[src/rtl/dedicated_datapath.sv]
// Register-transfer datapath for the dedicated-processor controller:
// 8-entry register file, 4-function ALU, unsigned compare, output FIFO.
module dedicated_datapath #(
    parameter int DATA_WIDTH = 8,
    parameter int FIFO_DEPTH = 4
) (
    input  logic                          clk,
    input  logic                          reset,
    input  logic                          RFSrcMuxSel,
    input  logic [2:0]                    RAddr1,
    input  logic [2:0]                    RAddr2,
    input  logic [2:0]                    WAddr,
    input  logic                          we,
    input  logic                          OutPortEn,
    input  logic [1:0]                    ALUop,
    output logic                          lte,
    output logic [DATA_WIDTH-1:0]         out_data,
    output logic                          out_valid,
    input  logic                          out_ready,
    output logic [DATA_WIDTH-1:0]         OutPort,
    output logic [$clog2(FIFO_DEPTH):0]   out_count,
    output logic                          overflow
);

    localparam int AW = $clog2(FIFO_DEPTH);
    localparam int CW = AW + 1;

    logic [DATA_WIDTH-1:0] rf_q [8];
    logic [DATA_WIDTH-1:0] rf_d [8];
    logic [DATA_WIDTH-1:0] rdata1;
    logic [DATA_WIDTH-1:0] rdata2;
    logic [DATA_WIDTH-1:0] alu_res;
    logic [DATA_WIDTH-1:0] wdata;

    logic [DATA_WIDTH-1:0] mem_q [FIFO_DEPTH];
    logic [DATA_WIDTH-1:0] mem_d [FIFO_DEPTH];
    logic [AW-1:0]         wr_ptr_q, wr_ptr_d;
    logic [AW-1:0]         rd_ptr_q, rd_ptr_d;
    logic [CW-1:0]         cnt_q, cnt_d;
    logic [DATA_WIDTH-1:0] outport_q, outport_d;
    logic                  overflow_q, overflow_d;

    logic push, pop, full, accept;

    // Entry 0 is never written, so it reads as zero without a special mux.
    assign rdata1 = rf_q[RAddr1];
    assign rdata2 = rf_q[RAddr2];
    assign lte    = (rdata1 <= rdata2);

    always_comb begin
        unique case (ALUop)
            2'd0: alu_res = rdata1 + rdata2;
            2'd1: alu_res = rdata1 - rdata2;
            2'd2: alu_res = rdata1 & rdata2;
            2'd3: alu_res = rdata1 | rdata2;
        endcase
    end

    assign wdata = RFSrcMuxSel ? DATA_WIDTH'(1) : alu_res;

    always_comb begin
        rf_d = rf_q;
        if (we && (WAddr != 3'd0)) begin
            rf_d[WAddr] = wdata;
        end
        rf_d[0] = '0;
    end

    assign full   = (cnt_q == CW'(FIFO_DEPTH));
    assign push   = OutPortEn;
    assign pop    = out_valid && out_ready;
    // A pop in the same cycle frees the slot a full-FIFO push needs.
    assign accept = push && (!full || pop);

    always_comb begin
        mem_d      = mem_q;
        wr_ptr_d   = wr_ptr_q;
        rd_ptr_d   = rd_ptr_q;
        cnt_d      = cnt_q;
        outport_d  = outport_q;
        overflow_d = overflow_q;
        if (push) begin
            outport_d = rdata1;
        end
        if (accept) begin
            mem_d[wr_ptr_q] = rdata1;
            wr_ptr_d        = wr_ptr_q + AW'(1);
        end else if (push) begin
            overflow_d = 1'b1;
        end
        if (pop) begin
            rd_ptr_d = rd_ptr_q + AW'(1);
        end
        unique case ({accept, pop})
            2'b10:   cnt_d = cnt_q + CW'(1);
            2'b01:   cnt_d = cnt_q - CW'(1);
            default: cnt_d = cnt_q;
        endcase
    end

    always_ff @(posedge clk or posedge reset) begin
        if (reset) begin
            rf_q       <= '{default: '0};
            mem_q      <= '{default: '0};
            wr_ptr_q   <= '0;
            rd_ptr_q   <= '0;
            cnt_q      <= '0;
            outport_q  <= '0;
            overflow_q <= 1'b0;
        end else begin
            rf_q       <= rf_d;
            mem_q      <= mem_d;
            wr_ptr_q   <= wr_ptr_d;
            rd_ptr_q   <= rd_ptr_d;
            cnt_q      <= cnt_d;
            outport_q  <= outport_d;
            overflow_q <= overflow_d;
        end
    end

    assign out_data  = mem_q[rd_ptr_q];
    assign out_valid = (cnt_q != '0);
    assign out_count = cnt_q;
    assign OutPort   = outport_q;
    assign overflow  = overflow_q;

endmodule

[config.mk]
export PLATFORM = sky130hd
export DESIGN_NAME = dedicated_datapath
export DESIGN_NICKNAME = d
export VERILOG_FILES = /design/src/rtl/dedicated_datapath.sv
export SDC_FILE = /design/constraint.sdc
export NUM_CORES = 1
export LEC_CHECK = 0
export ABC_CLOCK_PERIOD_IN_PS = 5650
export CAP_MARGIN = 20
export CORE_AREA = 4 4 122 124
export CTS_CLUSTER_DIAMETER = 50
export DETAILED_ROUTE_END_ITERATION = 8
export DIE_AREA = 0 0 126 128
export PLACE_DENSITY = 0.62
export SYNTH_ARGS = -nofsm -noshare
export SYNTH_HDL_FRONTEND = slang
export SYNTH_SLANG_ARGS = --single-unit
export TNS_END_PERCENT = 20
[constraint.sdc]
create_clock -name clk -period 5.65 [get_ports clk]
set_clock_uncertainty 0.1 [all_clocks]
set_input_delay 1.13 -clock clk [delete_from_list [all_inputs] [get_ports clk]]
set_output_delay 1.13 -clock clk [all_outputs]
set_load 0.02 [all_outputs]
==> results.toml <==
[power_and_ir_drop]
irDropWorstVdd_mv = 0.248
p_per_area_nw_per_um2 = 425
p_leak_nw = 3.31

[sta]
holdWs_ns = 0.362
tightestPinTransition_ns = 0.745
period_share = 0.978
grt_setup_unrepaired = "no"
slew_headroom = 0.502
fmax_ghz = 0.181
worst_slack_ns = 0.124
hold_violations = 0
slew_viol_final = 0
min_period_ns = 5.53
setup_viol = 0

[setup_path]
crit_type = "in2out"
critPathRequiredTime_ns = 4.42
critPathLaunchType = "primary input"
rr_worst_depth = 12
endpoint_kind = "primary output"
crit_arrival_ns = 4.30
crit_path_max_fanout = 2

[run]
drv_cap = 0

[place]
port_buffers = 38
dp_hpwl_um = 10400
globalplace.congestion = 0.840
dpl_worst_slack_ns = -0.377
dpl_cell_area_um2 = 6860
dp.cells = 820

[finish]
final_cell_mix = "dfrtp_1, nand2_1, o21ai_0"
stdcell_area_um2 = 7210
mostFrequentLayoutCell = "dfrtp_1"
multi_input_area_um2 = 3090
nNetsFinal = 702
drive_gt1_frac = 0.210
num_antenna_cells = 0
fin_cells = 838
register_area_um2 = 2600
area_growth_pct = 21.1
fill_cells = 1283

[clock_tree]
clk_latency_ns = 0.35
cts_htree_levels = 3
cts.sinks = 104
cts_buffer_depth = 2
cts_hold_buffers = 0
tritoncts = "yes"
cts_root_buffer = "clkbuf_16"
numCtsBuffers = 9
clk_pin_slew_worst_paths_ns = 0.07

[routing]
dr_total_vias = 4441
drt_wl_total_um = 13600
drt_first_pass_iters = 4
drtIter0Drc = 224
wire_per_inst_um = 16.2
ant_nets = 0
drc_errors = 0
viasPerCell = 5.30

[synthesis]
synthArstFlopShare = 1.00
yosysSeqAreaShare = 0.437
syn_avg_cell_area_um2 = 10.3
syn_nets = 630
yosysWarningCount = 0
synth_area_um2 = 5960
synth_edf_count = 0
ys_types = 49
yosys_register_bits = 104
synthCells = 581
synth_flop_cell = "dfrtp_1"

[floorplan]
initial_core_util = 0.433
die_w_um = 126
die_area_um2 = 16100
coreArea_um2 = 13800
row_count = 43
die_h_um = 128
ios = 39

[grt]
grt.overflow.total = 0
grt_pass1_vias = 4552
track_usage = 0.179
grt_max_degree = 80
grt_pass1_wl_um = 23300
antenna_found_initial = 0

[hold_path]
hold_depth = 1
worstHoldPathType = "reg2reg"

[run_status]
status = "complete, no violations"
## cell families (layout without fill, tap and decap cells)
logic type | count (synthesis) | in the layout | share of synthesized area
compound gates | 163 | 163 | 0.165
xor+xnor | 14 | 14 | 0.0206
fa+ha+maj | 32 | 32 | 0.0710
buf+inv | 73 | 150 | 0.0496
flops | 104 | 104 | 0.437
mux | 65 | 65 | 0.166
simple gates | 130 | 130 | 0.0905
## layout make-up
| cell class | count | share of cell area |
|---|---|---|
| multi-input cells | 404 | 0.428 |
| clock buffers | 10 | 0.0331 |
| inverters | 38 | 0.0201 |
| flip-flops and latches | 104 | 0.361 |
| clock inverters | 6 | 0.00711 |
| well taps | 180 | 0.0312 |
| repair buffers | 96 | 0.120 |
## path summary, 6_finish.rpt
check                                startpoint                    end  slack (ns)
setup reg to reg            rf_q[0]$_DFFE_PP0P_   rf_q[22]$_DFFE_PP0P_        2.13
min in group asynchronous                 reset  mem_q[14]$_DFFE_PP0P_        0.99
max in group asynchronous                 reset  mem_q[24]$_DFFE_PP0P_        3.82
hold / removal             overflow$_DFFE_PP0P_   overflow$_DFFE_PP0P_        0.36
hold reg to reg            overflow$_DFFE_PP0P_   overflow$_DFFE_PP0P_        0.36
setup / recovery                      RAddr2[0]                    lte        0.12
## metal layers
metal  up-vias  track usage  part of all wire
met5         -            0                 0
met2        77        0.295              0.49
met1      2155        0.237              0.45
met4         0       0.0574             0.021
li1       2189            -                 -
met3        20       0.0408             0.038
## flip-flops by register name (all words and copies together) (netlist names)
name       flops
rf_q          56
mem_q         32
overflow       1
out_count      3
rd_ptr_q       2
wr_ptr_q       2
OutPort        8
## per-stage QoR
stage / power (mW) / TNS, ns / util
2_1_floorplan: 1.97 / 0 / -
3_3_place_gp: 2.43 / -0.304 / 0.498
3_5_place_dp: 2.48 / -0.377 / 0.498
4_1_cts: 3.10 / 0 / 0.519
5_1_grt: 3.31 / 0 / 0.524
6_report: 3.07 / 0 / 0.524
## report_power, final
part	leakage, nW	switching, mW	internal (mW)
combinational	1.83	0.624	0.661
clock	0.140	0.290	0.316
sequential	1.35	0.196	0.981
## synth_stat cells (4+ instances only)
library cell / n / share of area
a221oi_1: 7 / 0.010
o21ai_0: 97 / 0.081
o211ai_1: 4 / 0.0050
nor2_1: 6 / 0.0038
mux2_2: 24 / 0.045
nor2b_1: 6 / 0.0063
clkbuf_1: 21 / 0.013
o21bai_1: 4 / 0.0050
a22o_1: 8 / 0.012
nand3_1: 6 / 0.0050
mux4_2: 24 / 0.091
dfrtp_1: 104 / 0.44
xor2_1: 4 / 0.0059
buf_1: 4 / 0.0025
buf_2: 7 / 0.0059
nand2_1: 102 / 0.064
xnor2_1: 10 / 0.015
mux2_1: 7 / 0.013
a21oi_1: 22 / 0.018
inv_1: 38 / 0.024
mux2i_1: 10 / 0.017
ha_1: 29 / 0.061
## critical path, cell delays in order
cell and delay (ns):
clkdlybuf4s50_1 0.51, mux4_2 0.52, mux2i_2 0.18, inv_1 0.08
ha_1 0.22, fa_2 0.36, o21ba_2 0.22, or4_1 0.40
o211a_1 0.15, o21bai_1 0.12, a21oi_1 0.07, o21bai_1 0.16
buf_2 0.17
## repair_timing
item / CTS / global route
hold endpoints to repair: 0 / 0
endpoints found under the setup margin: 1 / 1
setup buffers: 0 / 1
resized for setup: 5 / 9
(Power assumes the default switching activity.)
